<file path="config.mk">
export PLATFORM = sky130hd
export DESIGN_NAME = spm_seq
export DESIGN_NICKNAME = d
export VERILOG_FILES = /design/src/rtl/spm_seq.sv
export SDC_FILE = /design/constraint.sdc
export NUM_CORES = 1
export LEC_CHECK = 0
export CAP_MARGIN = 10
export CELL_PAD_IN_SITES_DETAIL_PLACEMENT = 1
export CELL_PAD_IN_SITES_GLOBAL_PLACEMENT = 1
export CORE_ASPECT_RATIO = 1.75
export CORE_MARGIN = 2
export CORE_UTILIZATION = 43
export CTS_BUF_LIST = sky130_fd_sc_hd__clkbuf_4 sky130_fd_sc_hd__clkbuf_8
export DETAILED_ROUTE_END_ITERATION = 10
export PLACE_DENSITY_LB_ADDON = 0.1
export SLEW_MARGIN = 20
export SYNTH_ARGS = -nofsm -noshare
export SYNTH_HDL_FRONTEND = slang
export SYNTH_SLANG_ARGS = --single-unit
</file>
<file path="constraint.sdc">
create_clock -name clk -period 3.2 [get_ports clk]
set_input_delay 0.64 -clock clk [delete_from_list [all_inputs] [get_ports clk]]
set_output_delay 0.64 -clock clk [all_outputs]
set_load 0.005 [all_outputs]
</file>
<file path="src/rtl/spm_seq.sv">
// spm_seq: sequencer for an external serial-parallel multiplier.
// It accepts an operand pair, presents the multiplicand in parallel and
// serialises the multiplier LSB first. It collects 2*WIDTH product bits
// from the multiplier and then idles the multiplier input for WIDTH cycles
// so its carry-save state drains. The finished product is then held on a
// valid/ready output until the consumer accepts it.
module spm_seq #(
    parameter int WIDTH = 32,
    parameter int LAT   = 1
) (
    input  logic                 clk,
    input  logic                 rst,
    input  logic                 in_valid,
    output logic                 in_ready,
    input  logic [WIDTH-1:0]     in_x,
    input  logic [WIDTH-1:0]     in_y,
    output logic [WIDTH-1:0]     spm_x,
    output logic                 spm_y,
    input  logic                 spm_p,
    output logic                 out_valid,
    input  logic                 out_ready,
    output logic [2*WIDTH-1:0]   out_p,
    output logic                 busy
);

    localparam int CNT_W = $clog2(3*WIDTH+LAT+1);
    localparam logic [CNT_W-1:0] SHIFT_LAST = CNT_W'(2*WIDTH+LAT-1);
    localparam logic [CNT_W-1:0] DRAIN_LAST = CNT_W'(WIDTH-1);
    localparam logic [CNT_W-1:0] LAT_C      = CNT_W'(LAT);
    localparam logic [CNT_W-1:0] WIDTH_C    = CNT_W'(WIDTH);
    localparam logic [CNT_W-1:0] CNT_ONE    = CNT_W'(1);

    typedef enum logic [1:0] {
        ST_IDLE  = 2'd0,
        ST_SHIFT = 2'd1,
        ST_DRAIN = 2'd2,
        ST_DONE  = 2'd3
    } state_t;

    state_t               state_q, state_d;
    logic [CNT_W-1:0]     cnt_q, cnt_d;
    logic [WIDTH-1:0]     x_q, x_d;
    logic [WIDTH-1:0]     y_q, y_d;
    logic [2*WIDTH-1:0]   prod_q, prod_d;
    logic [2*WIDTH-1:0]   out_p_q, out_p_d;
    logic                 spm_y_q, spm_y_d;
    logic                 out_valid_q;
    logic                 in_ready_q;
    logic                 busy_q;

    // Serial multiplier bit for a given count; zero once all WIDTH bits
    // have been sent so the multiplier sees zeros for the high half.
    function automatic logic ser_bit(input logic [WIDTH-1:0] y,
                                     input logic [CNT_W-1:0] idx);
        logic [WIDTH-1:0] sh;
        sh = y >> idx;
        if (idx < WIDTH_C) begin
            return sh[0];
        end else begin
            return 1'b0;
        end
    endfunction

    // Next-state, counter, operand and product-register logic.
    always_comb begin
        state_d = state_q;
        cnt_d   = cnt_q;
        x_d     = x_q;
        y_d     = y_q;
        prod_d  = prod_q;
        out_p_d = out_p_q;
        case (state_q)
            ST_IDLE: begin
                if (in_valid) begin
                    x_d     = in_x;
                    y_d     = in_y;
                    prod_d  = {(2*WIDTH){1'b0}};
                    cnt_d   = {CNT_W{1'b0}};
                    state_d = ST_SHIFT;
                end else begin
                    state_d = ST_IDLE;
                end
            end
            ST_SHIFT: begin
                // The first LAT samples predate any valid product bit.
                if (cnt_q >= LAT_C) begin
                    prod_d = {spm_p, prod_q[2*WIDTH-1:1]};
                end else begin
                    prod_d = prod_q;
                end
                if (cnt_q == SHIFT_LAST) begin
                    cnt_d   = {CNT_W{1'b0}};
                    state_d = ST_DRAIN;
                end else begin
                    cnt_d   = cnt_q + CNT_ONE;
                end
            end
            ST_DRAIN: begin
                if (cnt_q == DRAIN_LAST) begin
                    cnt_d   = {CNT_W{1'b0}};
                    out_p_d = prod_q;
                    state_d = ST_DONE;
                end else begin
                    cnt_d   = cnt_q + CNT_ONE;
                end
            end
            ST_DONE: begin
                if (out_ready) begin
                    state_d = ST_IDLE;
                end else begin
                    state_d = ST_DONE;
                end
            end
            default: begin
                state_d = ST_IDLE;
                cnt_d   = {CNT_W{1'b0}};
            end
        endcase
    end

    // Serial bit for the coming cycle, precomputed so spm_y is a flop output.
    always_comb begin
        spm_y_d = 1'b0;
        if (state_d == ST_SHIFT) begin
            spm_y_d = ser_bit(y_d, cnt_d);
        end else begin
            spm_y_d = 1'b0;
        end
    end

    // State, datapath and registered handshake/status outputs.
    always_ff @(posedge clk or negedge rst) begin
        if (!rst) begin
            state_q     <= ST_IDLE;
            cnt_q       <= {CNT_W{1'b0}};
            x_q         <= {WIDTH{1'b0}};
            y_q         <= {WIDTH{1'b0}};
            prod_q      <= {(2*WIDTH){1'b0}};
            out_p_q     <= {(2*WIDTH){1'b0}};
            spm_y_q     <= 1'b0;
            out_valid_q <= 1'b0;
            in_ready_q  <= 1'b1;
            busy_q      <= 1'b0;
        end else begin
            state_q     <= state_d;
            cnt_q       <= cnt_d;
            x_q         <= x_d;
            y_q         <= y_d;
            prod_q      <= prod_d;
            out_p_q     <= out_p_d;
            spm_y_q     <= spm_y_d;
            out_valid_q <= (state_d == ST_DONE);
            in_ready_q  <= (state_d == ST_IDLE);
            busy_q      <= (state_d != ST_IDLE);
        end
    end

    // x_q only changes on accept, so it already holds its value in IDLE/DONE.
    assign spm_x     = x_q;
    assign spm_y     = spm_y_q;
    assign out_p     = out_p_q;
    assign out_valid = out_valid_q;
    assign in_ready  = in_ready_q;
    assign busy      = busy_q;

endmodule

</file>
# After elaboration in Yosys (flattened, before gate mapping)
# Cells that the tools add are included.
# word_totals
input_bits	69
out_inout_bits	100
register_bits	205
elab_cells	46
# op_classes
n_reduce_logical	7
eq_ne	9
muxes	16
add_sub_neg	1
shifts	1
magnitude_cmp	2
# op_table
cell	count
64-bit two-way mux	2
64-bit one-hot mux with 2 select lines	1
32-bit two-way mux	2
32-bit by 7-bit >> shifter with 1-bit output	1
7-bit two-way mux	3
7-bit one-hot mux with 3 select lines	1
2-bit one-hot mux with 4 select lines	1
7-bit by 1-bit adder with 7-bit output, second input constant	1
7-bit by 5-bit == test with 1-bit output, second input constant	1
7-bit == test, second input constant	1
7-bit by 1-bit greater-or-equal comparator with 1-bit output, second input constant	1
7-bit by 6-bit less-than comparator with 1-bit output, second input constant	1
2-bit == test, second input constant	3
2-bit two-way mux	3
2-bit by 1-bit == test with 1-bit output, second input constant	2
2-bit logical NOT	2
2-bit inequality test, second input constant	2
2-bit AND reduction	2
2-bit nonzero test	2
1-bit two-way mux	3
3-bit AND reduction	1

# Longest topological paths before layout
# logic_depth
ltp_word	6
ltp_mapped	12
depth_no_buf	10

# Least setup slack after synthesis
# OpenSTA, ideal clock, no wires.
# synth_path
path_kind	reg-to-reg
startpoint	reg cnt_q[0]
endpoint	reg spm_y_q (netlist: spm_y)
stages_incl_launch_ff	11
setup_time_ns	0.082
path_buffers	2
path_slack_ns	0.799
arrival_ns	2.319
cell_sequence	dfrtp_1 -> ha_1 -> and3_2 -> clkbuf_1 -> a311o_1 -> and3_1 -> buf_2 -> inv_2 -> mux2_2 -> o2111a_1 -> o22ai_1
# synth_via
elab_chain_len	6
elab_cells_between_ends	15
cone_classes	add/sub: 1; order compare: 1; eq/ne: 3; shift: 1; mux: 9
# synth_rtl
element	line	source
from (decl)	41	logic [CNT_W-1:0] cnt_q, cnt_d;
from (signal assigned)	135	cnt_q <= {CNT_W{1'b0}};
from (signal assigned)	146	cnt_q <= cnt_d;
7-bit by 1-bit adder with 7-bit output, or another cell as far along	95, 104	
7-bit two-way mux (on tied branches)	99, 91	
7-bit one-hot mux with 3 select lines	72	case (state_q)
32-bit by 7-bit >> shifter with 1-bit output / 7-bit by 6-bit less-than comparator with 1-bit output (equally long branches)	56, 57	
1-bit two-way mux	57	if (idx < WIDTH_C) begin
1-bit two-way mux (*)	124	if (state_d == ST_SHIFT) begin
named net spm_y_d	46	logic spm_y_q, spm_y_d;
to (signal assigned)	151	spm_y_q <= spm_y_d;
to (decl)	46	
# Mark *: on every way through the listed nets, which the timed path passes. The rest lies on a longest branch.
# A chain may end at the register's enable or synchronous reset.

# Worst setup path in the final report
# layout_path
startpoint	reg cnt_q[1]
endpoint	reg spm_y_q (netlist: spm_y)
# Same word-level chain as after synthesis.

==> metrics.csv <==
stage,metric,value,unit
cells_and_area,Layout Nets,945,
yosys,synthesized area per cell,12.2,sq um
placement,IO buf count,168,
sta,final hold vios,0,
clocking,CTS tree,yes,
sta,fin. max-slew vios,0,
route,via count,5971,
route,Routed WL,20800,um
pwr,Sw Ratio,34.1,%
pwr,Comb pwr share,37.1,%
setup_path,crit path from,cnt_q[1]$_DFF_PN0_,
setup_path,reg2reg path depth,9,
yosys,simple-gate area share of the yosys netlist,9.98,%
route,routed vias/inst,5.24,
sta,fmax,347,MHz
yosys,synthesized net count,774,
yosys,share of Yosys cell area claimed by the top area cell type,59.8,%
cells_and_area,Sequential cell area,0.00513,sq mm
yosys,Synth area leaders,"dfrtp_1 60%, mux2_2 17%, nand2_1 6.0%",
yosys,asr flop ratio synth,100,%
setup_path,crit path buf inv count,1,
setup_path,CP max FO,9,
pwr,Seq pwr share,38.1,%
pwr,Power Internal,6000,uW
grt,first-pass GRT wire length,34700,um
sta,RSZ-0062 raised after global routing,no,
setup_path,Critical-path top delay cell,and3_1,
pwr,VDD IR max,0.519,mV
clocking,setup bufs post-CTS,0,
sta,setup TNS,0,ns
route,drt initial violations,171,
pwr,Pleak,0.00498,uW
grt,initial antenna violation count,0,
clocking,clk_lat worst skew,0.55,ns
grt,number of global-route vias before repair,6768,
route,TritonRoute pass-1 iters,4,
yosys,Post-synth EDFFs,0,
setup_path,Worst Path Required,3.62,ns
cells_and_area,synthesis-to-layout area growth,30.3,%
placement,post-placement cell area,0.0105,sq mm
pwr,switching pwr,3100,uW
clocking,# resized after CTS,0,
yosys,post-synthesis compound-gate area fraction,7.38,%
setup_path,delay of the slowest cell on the worst path,0.49,ns
clocking,Clock Pin Slew Worst Setup and Hold Paths,0.07,ns
cells_and_area,layout cells sized above 1,24.7,%
die,Die Span Y,190,um
clocking,number of H-tree levels,1,
die,core area,0.0196,sq mm
cells_and_area,most frequent cells in the layout,"204 x dfrtp_1, 167 x clkdlybuf4s50_1, 137 x nand2_1, 129 x mux2_2, 73 x o21ai_0",
die,row count,68,
setup_path,reg2reg setup slack,0.31,ns
route,DRC,0,
yosys,Ys Warns,0,
cells_and_area,# diodes,0,
clocking,CTS Buf Count,31,
yosys,xor and xnor area share after synthesis,0,%
yosys,Mapped Area,0.00854,sq mm
pwr,total power,9100,uW
yosys,top cell type by total area after synthesis,dfrtp_1,
cells_and_area,fillcell total,2066,
yosys,Yosys cell types,55,
yosys,Post-synth top flop,dfrtp_1,
die,I/O pins,169,
yosys,number of synthesized register bits,205,
die,Starting Density,43.7,%
yosys,"Seq/Total Area, Yosys",60.1,%
setup_path,CP top delay family,simple AND/OR/NAND/NOR gates,
cells_and_area,"commonest non-fill, non-tap cell in the layout",dfrtp_1,
clocking,CTS root buf,clkbuf_8,
grt,total gr overflow,0,
yosys,largest family of logic cells by synthesized area,multiplexers,
sta,worst slew pin tran,0.740,ns
grt,Total GRT Usage,19.9,%
run_status,status,"finished, final reports clean",
setup_path,RR Startpoint,cnt_q[1]$_DFF_PN0_,
cells_and_area,Final Core Density,56.9,%
setup_path,Crit. path cell count,9,
clocking,clk buf depth,3,
cells_and_area,cell area after layout,0.0111,sq mm
route,"antenna viol nets, final",0,
clocking,Post-CTS Hold Buffers,0,
sta,min Tclk post-route,2.89,ns
yosys,Synth Area in Adders,0.439,%
clocking,number of clock sinks,205,
yosys,mux cell area share after synthesis,18.8,%
grt,largest net degree at the start of global routing,91,
placement,gpl congestion,0.838,
setup_path,Setup CP Type,reg -> reg,
setup_path,startpoint types,flop,
setup_path,worst path arrival time,3.31,ns
route,DR WL/cell,18.2,um
setup_path,crit path cell chain,"ha_1, or2b_2, a311oi_2, and3_1, buf_4, mux2i_1, mux2i_1, o221ai_1, o22ai_1",
pwr,Clock power frac,24.8,%
die,DIE WIDTH,111,um
cells_and_area,area of the multi-input gates,0.00314,sq mm
run,maxcap violations,0,
sta,setup violators final,0,
yosys,Syn Inst Count,702,
setup_path,Worst R2R End,spm_y$_DFF_PN0_,
pwr,PwrDens,817,mW/mm^2
worst_hold_path,hold crit path type,in -> async,
sta,slew margin rel.,50.7,%
die,die footprint,0.0211,sq mm
setup_path,Crit. End Element,flop,
setup_path,"most used cell, CP",mux2i_1,
sta,Final Cycle Share,90.2,%
placement,Final HPWL DP,14100,um
setup_path,Critical Path Sink,spm_y$_DFF_PN0_,
sta,clk_skew,0.0146,ns
==> area by class of cell <==
type | instances | area share, %
clock buffers | 50 | 5.45
clock inverters | 4 | 0.405
inverters | 12 | 0.405
multi-input cells | 440 | 28.2
flip-flops and latches | 205 | 46.1
well taps | 245 | 2.75
repair buffers | 183 | 16.7
==> cell usage after synthesis, drive strengths merged, types with 2 or more instances <==
library cell / count
o31ai: 3
nand3: 5
o22ai: 4
mux2: 129
dfrtp: 204
and3: 5
nand4b: 3
and3b: 2
nor2b: 2
buf: 14
clkbuf: 31
nor3: 6
a21oi: 3
inv: 12
ha: 3
and2b: 3
nor2: 6
mux2i: 15
nand3b: 4
o21ai: 73
and2: 3
nand2b: 2
o211ai: 5
a31oi: 3
o2111ai: 2
nand2: 137
or2b: 3
==> power groups by stage <==
stage / sequential (uW) / clock, uW / combinational [uW]
floorplan: 3440 / 0 / 2210
global placement: 3470 / 0 / 3270
detailed placement: 3520 / 0 / 3400
CTS: 3470 / 2340 / 3420
global route: 3540 / 2450 / 3680
finish: 3460 / 2260 / 3380
==> logic make-up after synthesis <==
logic type	count (synthesis)
AO/OA/AOI/OAI	106
adder cells (fa/ha/maj)	3
buffers and inverters	57
flip-flops	205
multiplexers	144
AND/OR/NAND/NOR	187
==> flip-flops by register name, indices dropped and copies added (netlist names) <==
name / count
busy: 1
cnt_q: 7
out_p: 64
in_ready: 1
state_q: 2
spm_x: 32
prod_q: 64
y_q: 32
out_valid: 1
spm_y: 1
==> how the worst min path moves through the flow <==
| stage | start | slack, ns | end |
|---|---|---|---|
| after floorplan | rst | 0.34 | busy$_DFF_PN0_ |
| after global placement | prod_q[0]$_DFFE_PN0P_ | 0.47 | prod_q[0]$_DFFE_PN0P_ |
| after detailed placement | y_q[11]$_DFF_PN0_ | 0.48 | y_q[11]$_DFF_PN0_ |
| after CTS | rst | 0.09 | spm_x[9]$_DFFE_PN0P_ |
| after global routing | rst | 0.10 | spm_x[21]$_DFFE_PN0P_ |
| final | rst | 0.08 | spm_x[21]$_DFFE_PN0P_ |
==> routing by layer <==
layer,GRT usage [%],wire length (um),vias to the layer above
met5,0,0,-
met4,6.01,465,0
met3,3.43,781,38
met2,38.0,11500,130
met1,22.6,8020,3052
li1,-,-,2751
==> through the flow <==
step	setup WS (ns)	hold slack, ns	std cells
2_1_floorplan	0.799	0.344	702
3_3_place_gp	0.218	0.472	1085
3_5_place_dp	0.158	0.483	1085
4_1_cts	0.286	0.0869	1139
5_1_grt	0.173	0.100	1139
6_report	0.314	0.0843	1139
Power figures use the tool's default switching activity.
